File: src/rtl/main_control_fsm.sv
// Multicycle main controller: sequences fetch/decode/execute/memory/writeback and
// drives the ALUOp, datapath selects and write enables from the current state.
module main_control_fsm #(
  parameter int OPCODE_W = 7,
  parameter int ALUOP_W  = 2
) (
  input  logic                clk,
  input  logic                rst_n,
  input  logic [OPCODE_W-1:0] opcode,
  input  logic                Zero,
  input  logic                mem_ready,
  output logic [ALUOP_W-1:0]  ALUOp,
  output logic [1:0]          ALUSrcA,
  output logic [1:0]          ALUSrcB,
  output logic [1:0]          ResultSrc,
  output logic                AdrSrc,
  output logic                IRWrite,
  output logic                PCWrite,
  output logic                RegWrite,
  output logic                MemWrite,
  output logic                instr_done,
  output logic                illegal
);

  typedef enum logic [3:0] {
    S_FETCH    = 4'd0,
    S_DECODE   = 4'd1,
    S_MEMADR   = 4'd2,
    S_MEMREAD  = 4'd3,
    S_MEMWB    = 4'd4,
    S_MEMWRITE = 4'd5,
    S_EXECR    = 4'd6,
    S_EXECI    = 4'd7,
    S_ALUWB    = 4'd8,
    S_JAL      = 4'd9,
    S_BEQ      = 4'd10
  } state_t;

  localparam logic [OPCODE_W-1:0] OP_LW    = 7'b0000011;
  localparam logic [OPCODE_W-1:0] OP_SW    = 7'b0100011;
  localparam logic [OPCODE_W-1:0] OP_RTYPE = 7'b0110011;
  localparam logic [OPCODE_W-1:0] OP_ITYPE = 7'b0010011;
  localparam logic [OPCODE_W-1:0] OP_BEQ   = 7'b1100011;
  localparam logic [OPCODE_W-1:0] OP_JAL   = 7'b1101111;

  localparam logic [ALUOP_W-1:0] ALUOP_ADD   = 2'b00;
  localparam logic [ALUOP_W-1:0] ALUOP_SUB   = 2'b01;
  localparam logic [ALUOP_W-1:0] ALUOP_FUNCT = 2'b10;

  localparam logic [1:0] SRCA_PC    = 2'b00;
  localparam logic [1:0] SRCA_OLDPC = 2'b01;
  localparam logic [1:0] SRCA_RS1   = 2'b10;
  localparam logic [1:0] SRCB_RS2   = 2'b00;
  localparam logic [1:0] SRCB_IMM   = 2'b01;
  localparam logic [1:0] SRCB_FOUR  = 2'b10;
  localparam logic [1:0] RES_ALUOUT = 2'b00;
  localparam logic [1:0] RES_MEM    = 2'b01;
  localparam logic [1:0] RES_ALU    = 2'b10;

  state_t state_r;
  state_t state_next_s;

  // State register: async clear lands in FETCH so no access continues past reset.
  always_ff @(posedge clk or negedge rst_n) begin
    if (!rst_n) begin
      state_r <= S_FETCH;
    end else begin
      state_r <= state_next_s;
    end
  end

  // Next-state logic; unused encodings recover to FETCH.
  always_comb begin
    state_next_s = S_FETCH;
    case (state_r)
      S_FETCH: begin
        if (mem_ready) begin
          state_next_s = S_DECODE;
        end else begin
          state_next_s = S_FETCH;
        end
      end
      S_DECODE: begin
        case (opcode)
          OP_LW:    state_next_s = S_MEMADR;
          OP_SW:    state_next_s = S_MEMADR;
          OP_RTYPE: state_next_s = S_EXECR;
          OP_ITYPE: state_next_s = S_EXECI;
          OP_BEQ:   state_next_s = S_BEQ;
          OP_JAL:   state_next_s = S_JAL;
          default:  state_next_s = S_FETCH;
        endcase
      end
      S_MEMADR: begin
        if (opcode == OP_SW) begin
          state_next_s = S_MEMWRITE;
        end else begin
          state_next_s = S_MEMREAD;
        end
      end
      S_MEMREAD: begin
        if (mem_ready) begin
          state_next_s = S_MEMWB;
        end else begin
          state_next_s = S_MEMREAD;
        end
      end
      S_MEMWRITE: begin
        if (mem_ready) begin
          state_next_s = S_FETCH;
        end else begin
          state_next_s = S_MEMWRITE;
        end
      end
      S_EXECR:  state_next_s = S_ALUWB;
      S_EXECI:  state_next_s = S_ALUWB;
      S_JAL:    state_next_s = S_ALUWB;
      S_MEMWB:  state_next_s = S_FETCH;
      S_ALUWB:  state_next_s = S_FETCH;
      S_BEQ:    state_next_s = S_FETCH;
      default:  state_next_s = S_FETCH;
    endcase
  end

  // Output decode from the state register; handshake/flag qualifiers act in the same
  // cycle, and everything is forced low while rst_n is asserted.
  always_comb begin
    ALUOp      = ALUOP_ADD;
    ALUSrcA    = SRCA_PC;
    ALUSrcB    = SRCB_RS2;
    ResultSrc  = RES_ALUOUT;
    AdrSrc     = 1'b0;
    IRWrite    = 1'b0;
    PCWrite    = 1'b0;
    RegWrite   = 1'b0;
    MemWrite   = 1'b0;
    instr_done = 1'b0;
    illegal    = 1'b0;
    if (rst_n) begin
      case (state_r)
        S_DECODE: begin
          ALUSrcA = SRCA_OLDPC;
          ALUSrcB = SRCB_IMM;
          case (opcode)
            OP_LW, OP_SW, OP_RTYPE, OP_ITYPE, OP_BEQ, OP_JAL: illegal = 1'b0;
            default:                                          illegal = 1'b1;
          endcase
        end
        S_MEMADR: begin
          ALUSrcA = SRCA_RS1;
          ALUSrcB = SRCB_IMM;
        end
        S_MEMREAD: begin
          AdrSrc = 1'b1;
        end
        S_MEMWB: begin
          ResultSrc  = RES_MEM;
          RegWrite   = 1'b1;
          instr_done = 1'b1;
        end
        S_MEMWRITE: begin
          AdrSrc     = 1'b1;
          MemWrite   = 1'b1;
          instr_done = mem_ready;
        end
        S_EXECR: begin
          ALUOp   = ALUOP_FUNCT;
          ALUSrcA = SRCA_RS1;
          ALUSrcB = SRCB_RS2;
        end
        S_EXECI: begin
          ALUOp   = ALUOP_FUNCT;
          ALUSrcA = SRCA_RS1;
          ALUSrcB = SRCB_IMM;
        end
        S_ALUWB: begin
          RegWrite   = 1'b1;
          instr_done = 1'b1;
        end
        S_JAL: begin
          ALUSrcA = SRCA_OLDPC;
          ALUSrcB = SRCB_FOUR;
          PCWrite = 1'b1;
        end
        S_BEQ: begin
          ALUOp      = ALUOP_SUB;
          ALUSrcA    = SRCA_RS1;
          ALUSrcB    = SRCB_RS2;
          PCWrite    = Zero;
          instr_done = 1'b1;
        end
        default: begin
          // FETCH and any unused encoding
          ALUSrcB   = SRCB_FOUR;
          ResultSrc = RES_ALU;
          IRWrite   = mem_ready;
          PCWrite   = mem_ready;
        end
      endcase
    end else begin
      ALUOp      = ALUOP_ADD;
      ALUSrcA    = SRCA_PC;
      ALUSrcB    = SRCB_RS2;
      ResultSrc  = RES_ALUOUT;
      AdrSrc     = 1'b0;
      IRWrite    = 1'b0;
      PCWrite    = 1'b0;
      RegWrite   = 1'b0;
      MemWrite   = 1'b0;
      instr_done = 1'b0;
      illegal    = 1'b0;
    end
  end

endmodule

File: config.mk
export PLATFORM = sky130hd
export DESIGN_NAME = main_control_fsm
export DESIGN_NICKNAME = d
export VERILOG_FILES = /design/src/rtl/main_control_fsm.sv
export SDC_FILE = /design/constraint.sdc
export NUM_CORES = 1
export LEC_CHECK = 0
export ABC_CLOCK_PERIOD_IN_PS = 2900
export CORE_AREA = 5 5 45 47
export CTS_CLUSTER_DIAMETER = 100
export DETAILED_ROUTE_END_ITERATION = 8
export DIE_AREA = 0 0 50 52
export MAX_ROUTING_LAYER = met4
export PLACE_DENSITY = 0.7
export SYNTH_ARGS = -nofsm -noshare
export SYNTH_HDL_FRONTEND = slang
export SYNTH_SLANG_ARGS = --single-unit
File: constraint.sdc
create_clock -name clk -period 2.9 [get_ports clk]
set_clock_uncertainty 0.05 [all_clocks]
set_input_delay 0.58 -clock clk [delete_from_list [all_inputs] [get_ports clk]]
set_output_delay 0.58 -clock clk [all_outputs]
set_load 0.005 [all_outputs]
==> summary.txt <==
Pwr Density: 305 nW/um2
Syn Area/Cell: 6.66 um2
IO Pins: 26
initial antenna violation count: 0
number of cell rows: 15
aggregate global-route resource usage: 13.0%
drt wl/cell: 12.3 um
Yosys warning total: 0
TritonCTS clock tree: done
CP endpoint kind: output port
CP required: 2.27 ns
Startpoint Class: primary input
Worst Tran Pin Value: 0.373 ns
Remaining Overflow, GRT: 0
Post-synth EDFFs: 0
nets: 133
largest registers: state_r: 4 flops
Worst EP arrival: 2.15 ns
Die H: 52 um
HPWL after DPL: 1.34 mm
worst hold path type: flip-flop to flip-flop
die area: 2600 um2
Final Slew Violations: 0
Register Area: 100 um2
initial core utilization: 35.9%
GP Congestion: 0.838
first-pass GRT wire length: 2.70 mm
core region area: 1610 um2
PnR Total Power: 0.000286 W
Worst-path clk slew: 0.04 ns
Ant. Diodes: 0
Max FO, Critical Path: 2
FMAX: 360 MHz
max FFs per register: 4
final WL: 1.69 mm
Slew headroom: 75.1%
# clock sinks: 4
DRC errors left: 0
largest net degree at the start of global routing: 14
Bufs on Longest Clock Path: 2
area of the multi-input gates: 457 um2
status: finished, final reports clean
initial drt markers: 18
Hold Violations, Final: 0
max-capacitance violation count: 0
Hold Buf Count CTS: 0
clock root cell: clkbuf_4
Synth Cell Area: 579 um2
CTS buffer count: 3
CP Class: primary input to output port
Area growth syn-to-layout: 62.0%
setup violators final: 0
Via density: 5.53
FILL cells: 150
#FFs+latches synth: 4
Die W: 50 um
fin crit share: 95.8%
Top reg by flops: state_r
worst-case vdd ir drop: 0.157 mV
Syn Inst Count: 87
sequential cell area fraction in the yosys report: 17.3%
post-place setup slack: 0.0206 ns
router iterations before antenna repair: 5
utilization after layout: 58.1%
fraction of registers with async set/reset: 100%
Final WS setup: 0.122 ns
Clk Latency, worst-skew pair: 0.24 ns
share of layout cells above drive strength 1: 15.0%
Routed Antenna Nets: 0
LEAKAGE: 0.392 nW
setup_tns: 0 ns
post-route minimum period: 2.78 ns
post-synth net total: 98
DR vias: 758
unrepaired setup endpoints after global routing: false
predominant post-synthesis flop cell: dfrtp_1
Synth cell types: 38
PortBufs: 25
vias in the first global route: 677
H-tree depth: 1
## per-layer routing
layer | GRT usage, % | wire length [um] | up-vias
met4 | 5.24 | 25 | 0
met5 | - | 0 | -
met3 | 0.860 | 97 | 3
met2 | 24.7 | 837 | 29
met1 | 13.8 | 727 | 344
li1 | - | - | 382
## logic make-up (layout without fill, tap and decap cells)
| family | after synthesis | after routing | share of synthesized area, % |
|---|---|---|---|
| compound gates | 24 | 24 | 26.1 |
| xor+xnor | 2 | 2 | 3.02 |
| buf+inv | 7 | 40 | 4.97 |
| flops | 4 | 4 | 17.3 |
| simple gates | 50 | 50 | 48.6 |
## cell usage after synthesis, types with 2 or more instances
| master | count | share of area, % |
|---|---|---|
| a21boi_0 | 2 | 2.6 |
| buf_2 | 2 | 1.7 |
| nor2b_1 | 2 | 2.2 |
| nand2_1 | 10 | 6.5 |
| a31oi_1 | 2 | 2.2 |
| nand3_1 | 3 | 2.6 |
| o21ai_0 | 6 | 5.2 |
| clkbuf_1 | 3 | 1.9 |
| a21oi_1 | 6 | 5.2 |
| dfrtp_1 | 4 | 17 |
| nor2_1 | 11 | 7.1 |
| nor4b_1 | 2 | 3.0 |
| nand2b_1 | 6 | 6.5 |
| inv_1 | 2 | 1.3 |
| and2_1 | 2 | 2.2 |
| xnor2_1 | 2 | 3.0 |
## worst max-delay path, stage by stage
cell,delay (ns)
clkdlybuf4s50_1,0.48
inv_1,0.06
nor4_1,0.24
o21ai_0,0.11
a31oi_1,0.16
clkdlybuf4s50_1,0.52
## worst paths after layout
path	start	end	slack, ns	cells past startpoint
max	mem_ready	PCWrite	0.12	6
min reg2reg	state_r[3]	state_r[0]	0.64	2
max reg2reg	state_r[1]	state_r[2]	1.28	4
min	state_r[3]	state_r[0]	0.64	2
max in group asynchronous	rst_n	state_r[3]	1.91	2
min in group asynchronous	rst_n	state_r[1]	0.78	2
## cells in the final DEF, fill, tap and decap left out, types with 2 or more instances in the layout
cell,n
xnor2_1,2
dfrtp_1,4
a21boi_0,2
inv_1,2
a31oi_1,2
nand2b_1,6
clkbuf_4,3
nor2_1,11
a21oi_1,6
and2_1,2
o21ai_0,6
nor2b_1,2
buf_4,10
clkdlybuf4s50_1,23
nand2_1,10
dlymetal6s2s_1,2
nand3_1,3
## area by class of cell
class | count | share of cell area (%)
Clock buffer | 3 | 2.40
Inverter | 2 | 0.800
Timing Repair Buffer | 35 | 35.2
Multi-Input combinational cell | 76 | 48.7
Tap cell | 17 | 2.27
Sequential cell | 4 | 10.7
## power by group
| part | total, W | internal, W | switching (W) |
|---|---|---|---|
| clock | 0.0000689 | 0.0000463 | 0.0000227 |
| combinational | 0.000141 | 0.0000806 | 0.0000607 |
| sequential | 0.0000758 | 0.0000611 | 0.0000148 |
| total | 0.000286 | 0.000188 | 0.0000981 |
## per-stage QoR
stage / area, um2 / instances / hold slack [ns]
after floorplan: 579 / 87 / 0.234
after global placement: 905 / 134 / 0.630
after detailed placement: 905 / 134 / 0.628
after CTS: 927 / 137 / 0.629
after global routing: 938 / 137 / 0.694
final: 938 / 137 / 0.639
## repair_timing
action                                  in CTS  in global routing
buffers inserted                             0                  0
gates resized for setup                      0                  3
endpoints found under the setup margin       0                  1
Note: power is estimated with default switching activity, not from simulation.
